File: config.mk
export PLATFORM = sky130hd
export DESIGN_NAME = phy_rx_serial_to_parallel
export DESIGN_NICKNAME = d
export VERILOG_FILES = /design/src/rtl/phy_rx_serial_to_parallel.sv
export SDC_FILE = /design/constraint.sdc
export NUM_CORES = 1
export LEC_CHECK = 0
export ABC_AREA = 0
export CAP_MARGIN = 25
export CELL_PAD_IN_SITES_DETAIL_PLACEMENT = 1
export CELL_PAD_IN_SITES_GLOBAL_PLACEMENT = 1
export CORE_MARGIN = 2
export CORE_UTILIZATION = 44
export DETAILED_ROUTE_END_ITERATION = 10
export GPL_TIMING_DRIVEN = 0
export PLACE_DENSITY = 0.82
export SYNTH_ARGS = -nofsm -noshare
export SYNTH_HDL_FRONTEND = slang
export SYNTH_SLANG_ARGS = --single-unit
File: constraint.sdc
create_clock -name clk_8f -period 2.1 [get_ports clk_8f]
set_clock_uncertainty 0.2 [all_clocks]
set_input_delay 0.315 -clock clk_8f [delete_from_list [all_inputs] [get_ports clk_8f]]
set_output_delay 0.315 -clock clk_8f [all_outputs]
set_load 0.02 [all_outputs]
File: src/rtl/phy_rx_serial_to_parallel.sv
// phy_rx_serial_to_parallel: per-lane deserializer that aligns on the idle symbol and emits parallel bytes
module phy_rx_serial_to_parallel #(
   parameter int             WIDTH      = 8,
   parameter logic [WIDTH-1:0] IDLE_SYM = 8'hBC,
   parameter int             SYNC_COUNT = 4
) (
   input  logic             clk_8f,
   input  logic             reset_L,
   input  logic             serial_in,
   output logic [WIDTH-1:0] data_out,
   output logic             valid_out,
   output logic             byte_strobe,
   output logic             active
);
   localparam int CW = $clog2(WIDTH);
   localparam int BW = $clog2(SYNC_COUNT + 1);
   localparam logic [CW-1:0] LAST = CW'(WIDTH - 1);
   localparam logic [BW-1:0] SC   = BW'(SYNC_COUNT);
   typedef enum logic [1:0] {SEARCH, SYNC, ACTIVE} state_t;
   state_t            state_q;
   logic [WIDTH-2:0]  sr_q;
   logic [CW-1:0]     bit_cnt_q;
   logic [BW-1:0]     bc_cnt_q;
   logic [WIDTH-1:0]  data_q;
   logic              valid_q;
   logic              strobe_q;
   logic              active_q;
   logic [WIDTH-1:0]  window;
   logic              is_idle;
   logic              boundary;
   assign window      = {sr_q, serial_in};
   assign is_idle     = window == IDLE_SYM;
   assign boundary    = bit_cnt_q == LAST;
   assign data_out    = data_q;
   assign valid_out   = valid_q;
   assign byte_strobe = strobe_q;
   assign active      = active_q;
   // Alignment FSM: hunt for the idle symbol, confirm it at byte spacing, then deliver bytes.
   always_ff @(posedge clk_8f or negedge reset_L) begin
      if (!reset_L) begin
         state_q   <= SEARCH;
         sr_q      <= '0;
         bit_cnt_q <= '0;
         bc_cnt_q  <= '0;
         data_q    <= '0;
         valid_q   <= 1'b0;
         strobe_q  <= 1'b0;
         active_q  <= 1'b0;
      end else begin
         sr_q     <= window[WIDTH-2:0];
         strobe_q <= 1'b0;
         case (state_q)
            SEARCH: begin
               if (is_idle) begin
                  bit_cnt_q <= '0;
                  bc_cnt_q  <= BW'(1);
                  state_q   <= SYNC;
               end
            end
            SYNC: begin
               bit_cnt_q <= boundary ? '0 : bit_cnt_q + 1'b1;
               if (boundary && is_idle) begin
                  bc_cnt_q <= bc_cnt_q + 1'b1;
                  if (bc_cnt_q + 1'b1 == SC) begin
                     state_q  <= ACTIVE;
                     active_q <= 1'b1;
                  end
               end else if (boundary) begin
                  bc_cnt_q <= '0;
                  state_q  <= SEARCH;
               end
            end
            ACTIVE: begin
               bit_cnt_q <= boundary ? '0 : bit_cnt_q + 1'b1;
               if (boundary) begin
                  strobe_q <= 1'b1;
                  valid_q  <= !is_idle;
                  if (!is_idle) data_q <= window;
               end
            end
            default: state_q <= SEARCH;
         endcase
      end
   end
endmodule

* Yosys cells after proc, flatten, opt, wreduce, memory -nomap -nowiden *
Cells that the tools add are included.

cells by class
  add/subtract/negate cells = 2
  equality and inequality tests = 8
  multiplexer cells = 14
  bitwise operators = 2
  reduce and logical (&&, ||, !) cells = 12

operator list
  kind                                                  number
  2-to-1 mux 3 bit                                      5
  one-hot mux 3 bit (2 select lines)                    2
  AND reduction 3 bit                                   3
  equality test 8 bit (second input constant)           1
  2-to-1 mux 2 bit                                      4
  adder 3 x 1 -> 3 bit (second input constant)          2
  equality test 3 bit (second input constant)           2
  inequality test 3 bit (second input constant)         2
  one-hot mux 2 bit (3 select lines)                    1
  AND reduction 2 bit                                   2
  AND reduction 4 bit                                   1
  nonzero test 2 bit                                    2
  equality test 2 x 1 -> 1 bit (second input constant)  1
  equality test 2 bit (second input constant)           1
  zero test 2 bit                                       1
  2-to-1 mux 1 bit                                      2
  inequality test 2 bit (second input constant)         1
  NOT 1 bit                                             2
  OR reduction 2 bit                                    1
  logical AND 1 bit                                     1
  zero test 1 bit                                       1

storage, ports and cells
  bits in registers = 26
  word-level logic and storage cells = 46

* Depth between registers and ports, before layout *
Gate-level depths: netlist (run 1).

  depth after elaboration = 5
  mapped depth = 7
  gate-level depth less buffers = 6

* Worst setup path before layout (run 1) *
OpenSTA, ideal clock, no wires.

  path kind = register to register
  from = register bit_cnt_q[0]
  to = register state_q[0]
  library setup time = 128 ps
  arrival time = 1,531 ps
  slack = 242 ps
  stages on the path, launching flop included = 8
  path buffers = 1
  clock period less this slack = 1,858 ps
  cells stage by stage = dfrtp_1 ha_1 ha_1 buf_2 nand2_1 nor3_2 a221oi_2 mux2_1

on the way
  longest elaborated chain between the ends = 4
  elaborated cells between the ends (all ways) = 7
  those cells by class = 3 x eq/ne; 2 x mux; 2 x reduce/logical

RTL lines
  element                                                                                            RTL line  source
  start: declaration                                                                                 22        logic [CW-1:0] bit_cnt_q;
  start signal: assignment                                                                           61        bit_cnt_q <= boundary ? '0 : bit_cnt_q + 1'b1;
  start signal: assignment                                                                           74        bit_cnt_q <= boundary ? '0 : bit_cnt_q + 1'b1;
  equality test 3 bit (*)                                                                            33        assign boundary = bit_cnt_q == LAST;
  logical AND 1 bit                                                                                  62        if (boundary && is_idle) begin
  inequality test 3 bit (no source line) / 2-to-1 mux 2 bit (equally long branches)                  --
  AND reduction 4 bit (no source line) / one-hot mux 2 bit (3 select lines) (equally long branches)  --
  end signal: assignment                                                                             41        state_q <= SEARCH;
  end signal: assignment                                                                             65        state_q <= ACTIVE;
  end signal: assignment                                                                             70        state_q <= SEARCH;
  end: declaration                                                                                   20        state_t state_q;

Every way passes the cells marked *; elsewhere a longest branch is shown, timed or not.
A chain may end at the register's enable or synchronous reset.

* Worst setup path after layout (run 1) *
Ends and elaborated chain as after synthesis.

==> flow_results.org, run 1 <==
** Status
- The run finished with clean final reports.

** Floorplanning
- The die covers 0.003090 mm².
- The core region is 0.002500 mm².
- Chip Height :: 55.59 µm
- For this configuration, the core starts out at a cell density of roughly 47%.
- Row generation in the floorplan step produced 18 rows.
- In this run the count of I/O pins placed on the die edge is 14.
- Chip Width :: about 56 µm

** Synth
- Fraction of the yosys area taken by sequential cells :: roughly 56%
- Adder and majority cell fraction of the synthesized area :: 8.547%
- The synthesized design spends more area on one cell type than any other, namely sky130_fd_sc_hd__dfrtp_1.
- Of the post-synthesis cell area, the dominant cell type holds 55.56%.
- Portion of netlist area occupied by mux cells :: approximately 8.7%
- After Yosys synthesis, and, or, nand and nor cells account for 10.04% of the synthesized area.
- Post-Synthesis Net Count :: 98
- The synthesized netlist devotes between 10% and 20% of its cell area to compound gates.
- Number of synthesized flops with an enable pin :: 0
- Largest family of logic cells by synthesized area :: compound AO/OA/AOI/OAI gates
- Synthesis-stage register bit count :: 26
- Netlist area before placement :: 0.001171 mm²
- Synthesis handed over a netlist of 87 instances.
- The synthesized netlist devotes less than 1% of its cell area to XOR and XNOR gates.
- Total number of yosys warnings :: 0
- Counting flops with an async set or reset pin after synthesis yields a share of 100.0%.
- Counting distinct cell types in the post-synthesis netlist gives 29.
- By area the synthesized netlist is led by sky130_fd_sc_hd__dfrtp_1 56%, sky130_fd_sc_hd__ha_1 8.5%, sky130_fd_sc_hd__mux2_2 7.7%.
- For this run, the leading register cell type out of synthesis is sky130_fd_sc_hd__dfrtp_1.
- Post-Synthesis Mean Instance Area :: between 10 and 15 µm²

** Placement
- Final HPWL from detailed placement :: 1747 µm
- Routability cong. :: 0.7521
- Number of port buffers :: 13
- In this run the cell area measured after placement is 0.001366 mm².
- Number of placed instances with taps included :: 131

** Global route
- Across every metal layer, demand over resource in global routing totals 17.21%.
- Largest net degree at the start of global routing :: 18
- The initial antenna violation count was 0.
- Via count of the first global-routing pass :: ~850
- Wire length of the first global-routing pass :: 4133 µm
- Summed over all layers, the global routing overflow is 0.

** Clock tree
- At the later pin of the worst-skew pair, clock insertion delay measures 0.32 ns.
- TritonCTS created 3 clock buffers.
- Clock transition at the registers of the reported paths :: around 0.15 ns
- Counting every sink on the clock net gives 26.
- Post-CTS setup buffer count :: 0
- Number of buffers on the longest clock path :: 2
- Clock tree root driver cell :: sky130_fd_sc_hd__clkbuf_4
- Number of hold buffers added after CTS :: 0
- TritonCTS built the clock tree.
- CTS built an H-tree with a depth of 1.

** STA
- Summed over all failing endpoints, the final setup total negative slack is 0 ns.
- The number of failing hold endpoints at the final stage came to 0.
- At the pin with the least slew margin, the transition time is 0.5731 ns.
- The worst path uses between 90% and 100% of the clock period.
- Final-report setup violation count :: 0
- Derived from the worst setup path, the maximum achievable clock frequency is around 500 MHz.
- Tightest slew margin relative to the limit :: 61.67%
- Final Critical Period :: 2.006 ns
- Setup repair after global routing left no endpoint under its margin.
- Final Max Slew Viols :: 0

** Cells and area
- Summing all multi-input logic gate instances after layout gives 506.7 µm².
- # nets final :: 116
- Counting the fill cells in the layout gives 254.
- P&R area growth vs syn :: 22.01%
- Final Instance Area :: 0.001429 mm²
- Antenna fix cells :: 0
- The post-route netlist has between 20% and 30% of its cells at a drive strength greater than 1.
- The finished layout holds between 100 and 150 standard cells, fillers aside.
- The sequential cells in the finished layout cover a total of approximately 650 µm².

** Detailed routing
- For this run, design rule violations remaining after detail routing come to 0.
- For this block, the initial DRC count from the detailed router was 10.
- Detailed-router iteration count before antenna repair :: 4
- The routed design has 2318 µm of wire.
- Per-cell routed wire length :: 17.30 µm
- Number of routed nets with antenna violations :: 0
- Detailed-route via count :: 756
- Vias per inst :: 5.642

** Critical path
- R2R Path End :: state_q[0]$_DFFE_PN0P_
- STA classifies the critical path endpoint as a register.
- Launching element type of the critical path :: register
- The critical path is of the register to register type.
- In this run the register-to-register setup slack is 0.09 ns.
- Reg-to-reg startpoint :: bit_cnt_q[0]$_DFFE_PN0P_
- Number of cell instances on the worst register-to-register path :: 7
- Peak fanout along the critical path :: 9
- STA puts the critical path data arrival time at 2.02 ns.
- At the worst endpoint, the required time is 2.12 ns.

** Power
- Power per Cell Area :: 845.6 mW/mm²
- IR analysis of the VDD net gives a maximum drop of 469.5 µV.
- Design Power :: 0.001208 W
- The analysis attributes to cell leakage a power of 0.6548 nW.

** Hold path
- In this run the worst hold path is classified as primary input to async pin.

** Flow run
- Number of maximum-capacitance violations :: 0
cells by family (layout without fill, tap and decap cells):
group | count (synthesis) | count (layout)
simple gates | 15 | 15
flops | 26 | 26
buf+inv | 6 | 23
fa+ha+maj | 8 | 8
mux | 9 | 9
xor+xnor | 1 | 1
compound gates | 22 | 22
registers in the layout (all words and copies together) (netlist names):
name	flops
data_out	8
sr_q	7
bc_cnt_q	3
bit_cnt_q	3
state_q	2
active	1
byte_strobe	1
valid_out	1
repair_timing:
action,in CTS,in global routing
pin swaps,0,2
endpoints found under the setup margin,8,9
resized for setup,1,4
endpoints found under the hold margin,0,0
per-layer routing:
metal	track usage, %	share of wire [%]
met1	21.98	44
met2	28.40	51
met3	2.791	2.8
met4	8.362	1.8
met5	0	0
stage by stage:
stage / util (%) / hold WS, ns / worst slack [ns]
2_1_floorplan: - / -0.1806 / 0.2417
3_3_place_gp: 53.55 / 0.1862 / -0.1690
3_5_place_dp: 54.65 / 0.1940 / -0.1949
4_1_cts: 56.96 / 0.1407 / 0.002250
5_1_grt: 57.16 / 0.1579 / 0.01418
6_report: 57.16 / 0.1393 / 0.09384
power by group:
group	internal, W	leakage, nW	total [W]	switching (W)
clock	0.000193	0.0279	0.000343	0.000150
combinational	0.000129	0.294	0.000293	0.000165
sequential	0.000540	0.333	0.000572	0.0000322
total	0.000862	0.655	0.00121	0.000347
final cells by class:
type                       instances  area share [%]
sequential                        26           45.62
clock buffer                       3           1.576
buffer                             1          0.5254
tap                               30           2.627
inverter                           4           1.051
clock inverter                     1           2.102
multi-input combinational         55           35.46
timing repair buffer              14           11.03
critical path: stages (launching register included):
cell	delay, ns
sky130_fd_sc_hd__dfrtp_1	0.43
sky130_fd_sc_hd__ha_2	0.20
sky130_fd_sc_hd__ha_1	0.17
sky130_fd_sc_hd__clkbuf_4	0.17
sky130_fd_sc_hd__nand2_1	0.09
sky130_fd_sc_hd__nor3_2	0.06
sky130_fd_sc_hd__a221oi_2	0.25
sky130_fd_sc_hd__mux2_1	0.34
layout by cell type, fill, tap and decap left out, drive strengths merged:
master          n
o21a            1
nand4b          1
inv             4
a21oi           4
nor3            2
a221oi          1
ha              8
a22o            2
xor2            1
a32o            4
nor2            4
clkdlybuf4s50  13
or2             1
mux2            9
a31o            1
nand4bb         1
bufinv          1
buf             1
o31ai           1
a21o            2
nand2           4
dfrtp          26
o2bb2ai         1
nor2b           1
clkbuf          4
o21ai           5
and3            1
how the worst max path moves through the flow:
stage	to	slack, ns	depth (start not counted)	startpoint
CTS	state_q[0]$_DFFE_PN0P_	0.002	7	state_q[1]$_DFFE_PN0P_
global placement	state_q[0]$_DFFE_PN0P_	-0.17	5	serial_in
floorplan	state_q[0]$_DFFE_PN0P_	0.24	7	bit_cnt_q[0]$_DFFE_PN0P_
detailed placement	state_q[0]$_DFFE_PN0P_	-0.19	5	serial_in
finish	state_q[0]$_DFFE_PN0P_	0.09	7	bit_cnt_q[0]$_DFFE_PN0P_
global route	state_q[0]$_DFFE_PN0P_	0.01	7	bit_cnt_q[0]$_DFFE_PN0P_
synth_stat cells, types with 2 or more instances:
library cell / n
sky130_fd_sc_hd__a21oi_1: 4
sky130_fd_sc_hd__a21o_1: 2
sky130_fd_sc_hd__mux2_2: 8
sky130_fd_sc_hd__o21ai_0: 4
sky130_fd_sc_hd__nor2_1: 3
sky130_fd_sc_hd__dfrtp_1: 26
sky130_fd_sc_hd__a32o_1: 4
sky130_fd_sc_hd__a22o_1: 2
sky130_fd_sc_hd__ha_1: 8
sky130_fd_sc_hd__nand2_1: 4
sky130_fd_sc_hd__inv_1: 4
Power figures use the tool's default switching activity.
==> run 2: changes to the inputs <==
CORE_UTILIZATION = 47   (was 44)
PLACE_DENSITY = 0.86   (was 0.82)
clock period = 2.4 ns   (was 2.1 ns; I/O delays follow)
==> run 2 against run 1 <==
- power decreased by 19%
- hold slack got worse by 0.023 ns
- count of clock-buffer cells in the layout increased by 1
- fmax decreased by 5.1%
- sequential power decreased by 13%
- critical path depth decreased by 1
- sequential cell count unchanged
- utilization increased by 1.0 points
- via count decreased by 1.7%
- critical path type unchanged
==> flow_results.org, run 2 (synthesis results as in run 1) <==
** Global route
- Wire length of the first global-routing pass :: 3753 µm
- Via count of the first global-routing pass :: 809
- Global routing consumed, over all layers together, 18.37% of the routing resources.
- Number of antenna violations at the first check in global routing :: 0
- Entering global routing, the biggest net connects 21 pins.
- Global-route congestion overflow total :: 0

** Critical path
- Crit end category :: register
- The critical path starts at bit_cnt_q[0]$_DFFE_PN0P_.
- Reg-to-reg startpoint :: bit_cnt_q[0]$_DFFE_PN0P_
- Launching element type of the critical path :: register
- Total buffers and inverters traversed by the critical path :: 1
- Peak fanout along the critical path :: 9
- Critical path's slowest cell :: sky130_fd_sc_hd__dfrtp_1
- Top cell family by delay on the critical path :: simple AND/OR/NAND/NOR gates
- The worst setup path is of the register to register kind.
- CP Data Required Time :: 2.43 ns
- The largest single stage delay on the critical path is 0.41 ns.
- At the worst endpoint, the arrival time is 2.14 ns.
- Most used cell, CP :: sky130_fd_sc_hd__ha_1
- The critical path goes through ha_1 > ha_1 > buf_2 > nand2_1 > nor2_2 > mux2_2.

** Power
- Power per Cell Area :: approximately 700 mW/mm²
- In this run the static leakage power is 0.6530 nW.
- Peak supply drop :: around 460 µV

** Floorplanning
- Chip Height :: between 50 and 60 µm
- The region available for standard cell placement spans 0.002410 mm².
- I/O pin count :: 14
- Effective utilization at floorplan :: 48.60%
- Measured along the x axis, the die boundary spans 53.92 µm.
- Die area :: slightly below 0.003 mm²
- The floorplan has 18 rows.

** Cells and area
- Antenna fix cells :: 0
- Once layout is complete, the utilization of the core stands at 58.20%.
- The final layout contains 117 nets.
- The library cell used most frequently in the layout, excluding fill and tap cells, is sky130_fd_sc_hd__dfrtp_1.
- In the final layout, the multi-input gates occupy 496.7 µm².
- Counting the fill cells in the layout gives 240.
- The post-route netlist has roughly 20% of its cells at a drive strength greater than 1.
- Flip-flop count of the largest register after layout :: 8
- From synthesis to final layout, the design area changed by 19.77%.
- Highest-count cells in the layout ignoring fill and taps :: 26 x sky130_fd_sc_hd__dfrtp_1, 13 x sky130_fd_sc_hd__clkdlybuf4s50_1, 8 x sky130_fd_sc_hd__mux2_2, 8 x sky130_fd_sc_hd__ha_1
- Register area :: 650.6 µm²

** STA
- Final Critical Period :: 2.114 ns
- Unrepaired setup endpoints after global routing :: no
- Final Max Slew Viols :: 0
- Slew at the pin with the worst max-slew slack :: 0.4485 ns
- Setup slack after layout :: 0.2865 ns
- Hold violation total from the final report :: 0
- Portion of the clock cycle consumed by the worst path in the final layout :: 88.06%
- Adding up every negative setup slack in the final design gives 0 ns.
- Maximum clock rate :: roughly 470 MHz
- Final-report setup violation count :: 0
- Tightest slew margin relative to the limit :: 70.07%

** Placement
- Number of port buffers :: 13
- Routability-driven placement finished with a final weighted congestion of 0.8246.
- After legalization and detailed placement, the total HPWL measured 1718 µm.
- OpenSTA, run right after detailed placement, puts the worst setup slack at 0.04845 ns.

** Detailed routing
- The count of nets left with antenna violations once routing finished came out at 0.
- Summing over every cut layer, the via total after detailed routing is 743.
- Detailed-router iteration count before antenna repair :: 3
- DRC violation total after the first TritonRoute iteration :: 1
- Routed wire length :: between 2000 and 2500 µm
- Vias per inst :: roughly 5.5
- In the final routed layout, each cell accounts on average for 16.32 µm.
- DR DRC count :: 0

** Clock tree
- Clk_lat worst skew :: 0.32 ns
- Number of buffers created by CTS :: 3
- CTS HTree Levels :: 1
- CTS sink cnt :: 26
- Gates resized during post-CTS repair numbered 0.
- Clock-pin slew was measured on the worst setup and hold paths at between 0.1 and 0.15 ns.
- Buffers added to address setup during post-CTS repair amount to 0.
- In this run, post-CTS hold repair placed 0 buffers.
- CTS tree :: built
- In this run the deepest clock path goes through 2 buffers.
- Clock tree root driver cell :: sky130_fd_sc_hd__clkbuf_4

** Flow run
- The tool flagged a number of max-cap violations equal to 0.

** Status
- Outcome :: complete, no violations

** Hold path
- Path category of the worst min-delay check :: primary input to async pin
==> run 2: final timing paths <==
kind,endpoint,slack [ns],cells after the start
setup / recovery,data_out[7]$_DFFE_PN0P_,0.29,6
setup reg to reg,data_out[7]$_DFFE_PN0P_,0.29,6
max in group asynchronous,bc_cnt_q[0]$_DFFE_PN0P_,1.46,2
hold reg to reg,sr_q[6]$_DFF_PN0_,0.22,0
hold / removal,bit_cnt_q[1]$_DFFE_PN0P_,0.12,1
min in group clk_8f,sr_q[6]$_DFF_PN0_,0.22,0
==> run 2: where the power goes <==
part | switching [W] | internal, W | total [W]
clock network | 0.000131 | 0.0000929 | 0.000224
logic | 0.000145 | 0.000106 | 0.000251
registers | 0.0000272 | 0.000472 | 0.000499
==> run 2: through the flow <==
step | hold slack [ns] | area (µm²) | power, W | cells
floorplan | -0.1356 | 1171 | 0.0006818 | 87
global placement | 0.1836 | 1339 | 0.0007287 | 130
detailed placement | 0.1831 | 1366 | 0.0007631 | 131
CTS | 0.1112 | 1403 | 0.0009927 | 135
global route | 0.1136 | 1403 | 0.001046 | 135
finish | 0.1158 | 1403 | 0.0009751 | 135
==> run 2: area by class of cell <==
| cell class | instances | share of cell area [%] |
|---|---|---|
| tap | 30 | 2.676 |
| multi-input combinational | 55 | 35.41 |
| buffer | 2 | 0.6244 |
| timing repair buffer | 14 | 11.24 |
| clock buffer | 4 | 2.587 |
| sequential | 26 | 46.39 |
| inverter | 4 | 1.070 |
==> run 2: per-layer routing <==
metal | GRT usage, % | wire, µm | up-vias | share of wire, %
met3 | 3.333 | 46 | 2 | 2.1
met1 | 23.61 | 1001 | 379 | 45
met5 | 0 | 0 | - | 0
li1 | - | - | 353 | -
met2 | 31.50 | 1128 | 9 | 51
met4 | 5.128 | 27 | 0 | 1.2
==> run 2: worst reg2reg max path, stage by stage, from the launching register on <==
cell and delay [ns]:
sky130_fd_sc_hd__dfrtp_1 0.41, sky130_fd_sc_hd__ha_1 0.17, sky130_fd_sc_hd__ha_1 0.13, sky130_fd_sc_hd__buf_2 0.18, sky130_fd_sc_hd__nand2_1 0.13, sky130_fd_sc_hd__nor2_2 0.40
sky130_fd_sc_hd__mux2_2 0.40
==> RTL edit 1, RTL diff (settings of run 1) <==
Take the reset off `sr_q` and load it in a clocked block of its own.
--- a/src/rtl/phy_rx_serial_to_parallel.sv
+++ b/src/rtl/phy_rx_serial_to_parallel.sv
@@ -40,5 +40,4 @@
       if (!reset_L) begin
          state_q   <= SEARCH;
-         sr_q      <= '0;
          bit_cnt_q <= '0;
          bc_cnt_q  <= '0;
@@ -48,5 +47,4 @@
          active_q  <= 1'b0;
       end else begin
-         sr_q     <= window[WIDTH-2:0];
          strobe_q <= 1'b0;
          case (state_q)
@@ -83,4 +81,8 @@
       end
    end
+
+   always_ff @(posedge clk_8f) begin
+      sr_q <= window[WIDTH-2:0];
+   end
 endmodule
 
Formal check against the unedited RTL: same outputs for any inputs over 10 cycles, from zero or initial values and one cycle with reset_L low; that may be too few to reach the edited logic, so the function may still have changed.
==> RTL edit 1 against run 1 <==
Final area shrank 6.0%; area after synthesis shrank 3.0%; via count shrank 4.2%; fmax grew 1.8%; count of clock-buffer cells in the layout grew 1; routed wire length shrank 9.4%; sequential cell count is the same; total power shrank 9.4%; highest routed layer unchanged; critical path type unchanged; sequential power shrank 1%; setup slack gained 0.036 ns; utilization shrank 2.5 points.
==> RTL edit 1: results (changes against run 1) <==
DRT Wirelength: 2100 microns (-9.4%)
Status: finished, final reports clean
Hold Path Sink: sr_q[1]
Share of cells above drive strength 1: 20.39% (-2.7 points)
GRT Overall Usage: 18.33% (+1.1 points)
Post-detail-place hpwl: 1555 microns (-11%)
Vias in the first global route: 767 (-9.4%)
Pin count of the biggest net entering global routing: 20 (+2)
Grt total ovfl: 0 (unchanged)
Hold WC Path Type: reg2reg
Worst slew pin tran: 0.8575 ns (+0.2844 ns)
Antenna violations before repair: 0 (unchanged)
Crit path arrival time: 1.99 ns (-0.03 ns)
Avg WL per Cell: 15.79 microns (-8.7%)
Post-synth ARST share: 73.08% (-27 points)
Leakage: 0.6152 nW (-6.1%)
Routability Congestion: 0.7957 (+5.8%)
First-pass GRT wire length: 3650 microns (-12%)
# fillers: 246 (-3.1%)
Routed Antenna Nets: 0 (unchanged)
Reg2reg start: bit_cnt_q[0]
Worst R2R Path Depth: 7 (unchanged)
Commonest cells in the netlist: dfrtp_1, ha_1, mux2_2
Hold_ws: 0.1854 ns (+0.04614 ns)
Seq/Total Area, Yosys: 54.19% (-1.4 points)
FF-to-FF setup slack: 0.13 ns (+0.04 ns)
Worst IR drop on VDD: 0.7253 mV (+54%)
Top cells by area, synth: dfrtp_1, dfxtp_1, ha_1
Library cells used by synthesis: 30 (+3.4%)
# nets final: 115 (-0.86%)
Placed insts: 130 (-0.76%)
Initial DRC count: 5 (-5)
Vias/cell: 5.444 (-3.5%)
[RTL edit 1: changes by cell type after synthesis]
cell / delta
dfrtp_1: -7
dfxtp_1: +7
[RTL edit 1: repair_timing]
action / 4_1_cts / 5_1_grt
resized for setup: 1 / 1
pin swaps: 0 / 0
setup endpoints to repair: 8 / 1
hold buffers: 0 / 0
[RTL edit 1: per-stage QoR]
step | TNS [ns] | instance area [sq um] | worst slack, ns
3_5_place_dp | -1.073 | 1304 | -0.1690
6_report | 0 | 1343 | 0.1302
2_1_floorplan | 0 | 1136 | 0.2417
4_1_cts | 0 | 1345 | 0.03042
3_3_place_gp | -0.7274 | 1304 | -0.1465
5_1_grt | 0 | 1343 | 0.007596
[RTL edit 1: cell type report]
class / instances / area [sq um] / area share (%)
multi-input cells: 55 / 501.7 / 37.37
well taps: 30 / 37.54 / 2.796
flip-flops and latches: 26 / 616.8 / 45.95
clock buffers: 4 / 36.28 / 2.703
repair buffers: 13 / 130.1 / 9.692
inverters: 4 / 15.01 / 1.118
plain buffers: 1 / 5.005 / 0.3728
[RTL edit 1: logic make-up after synthesis]
logic type	after synthesis	share of synthesized area [%]
AO/OA/AOI/OAI	22	14.87
XOR/XNOR	1	0.7711
adder cells (fa/ha/maj)	8	8.811
buffers and inverters	6	2.091
flip-flops	26	54.18
multiplexers	9	8.921
AND/OR/NAND/NOR	15	10.35
[RTL edit 1: critical path: stages (launching register included)]
cell and delay (ns):
dfrtp_1 0.42, ha_1 0.20, ha_1 0.17, buf_2 0.16, nand2_1 0.08, nor3_2 0.06
a221oi_2 0.24, mux2_1 0.34
[RTL edit 1: how the worst max path moves through the flow]
stage                  from          to
2_1_floorplan  bit_cnt_q[0]  state_q[0]
3_3_place_gp      serial_in  state_q[0]
3_5_place_dp      serial_in  state_q[0]
4_1_cts          state_q[1]  state_q[0]
5_1_grt        bit_cnt_q[0]  state_q[0]
6_report       bit_cnt_q[0]  state_q[0]
[RTL edit 1: where the power goes]
part	switching (mW)	internal [mW]
clock network	0.148	0.106
logic	0.156	0.118
registers	0.0280	0.538
total	0.332	0.762
[RTL edit 1: routing by layer]
layer	GRT usage [%]	part of all wire, %	wire length, microns	vias to the layer above
li1	-	-	-	348
met1	21.31	45	946	359
met2	30.16	48	1011	13
met3	4.372	4.0	84	4
met4	11.25	2.8	58	0
met5	0	0	0	-
==> RTL edit 2, RTL diff (config.mk and constraints of run 1) <==
Made on the original files. `SYNC_COUNT`: 4 -> 8.
--- a/src/rtl/phy_rx_serial_to_parallel.sv
+++ b/src/rtl/phy_rx_serial_to_parallel.sv
@@ -3,5 +3,5 @@
    parameter int             WIDTH      = 8,
    parameter logic [WIDTH-1:0] IDLE_SYM = 8'hBC,
-   parameter int             SYNC_COUNT = 4
+   parameter int             SYNC_COUNT = 8
 ) (
    input  logic             clk_8f,
Function: same outputs for any inputs over 10 cycles, from zero or initial values and one cycle with reset_L low; that may be too few to reach the edited logic, so the function may still have changed.
==> RTL edit 2 against run 1 <==
Final area rose by 5.9%; sequential cell count rose by 1; area after synthesis rose by 3.1%; synthesized cell count rose by 6.9%; setup slack got worse by 0.081 ns; routed wire length rose by 14%; total power fell by 5.9%; critical endpoint unchanged.
==> RTL edit 2: results (changes against run 1) <==
Status: finished, final reports clean
Routability Congestion: 0.8591 (+14%)
Placed insts: 137 (+4.6%)
First-pass GRT wire length: 4698 microns (+14%)
CTS max path bufs: 2 (unchanged)
Vias in the first global route: 949 (+12%)
CP max FO: 5 (-4)
Worst IR drop on VDD: 0.5716 mV (+22%)
Initial DRC count: 9 (-1)
Root Driver: clkbuf_4
Worst-skew pair later-pin latency: 0.31 ns
Post-detail-place hpwl: 1791 microns (+2.5%)
DRT Wirelength: 2647 microns (+14%)
Worst-path clk slew: 0.14 ns
Port bufs: 13 (unchanged)
Synthesized Nets: 102 (+4.1%)
Crit path arrival time: 2.13 ns (+0.11 ns)
Largest register FFs: 8 (unchanged)
# nets final: 124 (+6.9%)
TritonCTS Buffers: 3 (unchanged)
Post-synth ARST share: 100.0% (unchanged)
Syn Inst Count: 93 (+6.9%)
Most common flop cell mapped by yosys: dfrtp_1
Synth warnings: 0 (unchanged)
GRT Overall Usage: 18.81% (+1.6 points)
H-tree Lvls: 1 (unchanged)
# fillers: 266 (+4.7%)
Hold WC Path Type: in2async
Commonest cells in the netlist: dfrtp_1, mux2_2, ha_1
Vias/cell: 5.736 (+1.7%)
Top cells by area, synth: dfrtp_1, mux2_2, ha_1
Library cells used by synthesis: 35 (+21%)
Share of cells above drive strength 1: 22.81% (-0.27 points)
Drt pass-1 iters: 4 (unchanged)
Avg WL per Cell: 18.38 microns (+6.3%)
Antenna violations before repair: 0 (unchanged)
Seq/Total Area, Yosys: 55.96% (+0.40 points)
Ant. Diodes: 0 (unchanged)
Slew headroom: 58.93% (-2.7 points)
Leakage: 0.6972 nW (+6.5%)
Pin count of the biggest net entering global routing: 18 (unchanged)
## RTL edit 2: changes by cell type in the layout (fill, tap and decap cells not counted), moves of 2 or more
cell and change:
mux2_2 -8, dfrtp_1 +2, nand3b_1 +2, buf_4 +4, o21ai_0 -3, a32o_1 -3, a22o_1 +3, a21oi_1 -2
mux2_4 +8
## RTL edit 2: metrics by stage
stage / setup WS, ns / instance area [sq um]
floorplan: 0.006817 / 1207
global placement: -0.4377 / 1375
detailed placement: -0.4911 / 1403
CTS: -0.03614 / 1518
global route: -0.05715 / 1513
finish: 0.01331 / 1513
## RTL edit 2: report_power, final
part | leakage (nW) | switching (mW) | internal (mW) | total, mW
clock network | 0.0150 | 0.147 | 0.0741 | 0.221
registers | 0.346 | 0.0288 | 0.560 | 0.588
logic | 0.337 | 0.186 | 0.142 | 0.327
## RTL edit 2: cell type report
type | count | area share (%)
clock buffers | 4 | 1.737
well taps | 30 | 2.481
flip-flops and latches | 27 | 44.67
repair buffers | 18 | 12.41
inverters | 5 | 1.241
multi-input cells | 60 | 37.47
## RTL edit 2: what timing repair did
action,4_1_cts,5_1_grt
gates cloned,1,0
gates resized for setup,14,2
setup endpoints to repair,14,14
pin swaps,4,3
buffers inserted,3,1
## RTL edit 2: kinds of logic after synthesis
family	after synthesis	share of synthesized area, %
AO/OA/AOI/OAI	22	16.58
buffers and inverters	7	2.279
AND/OR/NAND/NOR	22	10.67
flip-flops	27	55.96
adder cells (fa/ha/maj)	6	6.217
multiplexers	9	8.290
## RTL edit 2: worst paths after layout
kind	from	endpoint	slack [ns]	cells past startpoint
worst max-delay path	sr_q[5]	state_q[0]	0.01	4
worst min-delay path	reset_L	active	0.16	1
worst max register to register	sr_q[5]	state_q[0]	0.01	4
worst min register to register	sr_q[1]	sr_q[2]	0.23	0
max in group asynchronous	reset_L	data_out[3]	1.04	2
min in group clk_8f	sr_q[1]	sr_q[2]	0.23	0
## RTL edit 2: routing by layer
metal / vias up / wire length [microns] / global-route usage [%] / share of wire (%)
met5: - / 0 / 0 / 0
met4: 0 / 0 / 2.041 / 0
met3: 0 / 61 / 2.535 / 2.3
met2: 11 / 1403 / 34.62 / 53
met1: 438 / 1181 / 24.25 / 45
li1: 377 / - / - / -
## RTL edit 2: worst max-delay path, stage by stage, from the launching register on
cell      delay (ns)
dfrtp_1         0.42
or4b_4          0.58
or2_4           0.32
o311ai_4        0.30
mux2i_1         0.20
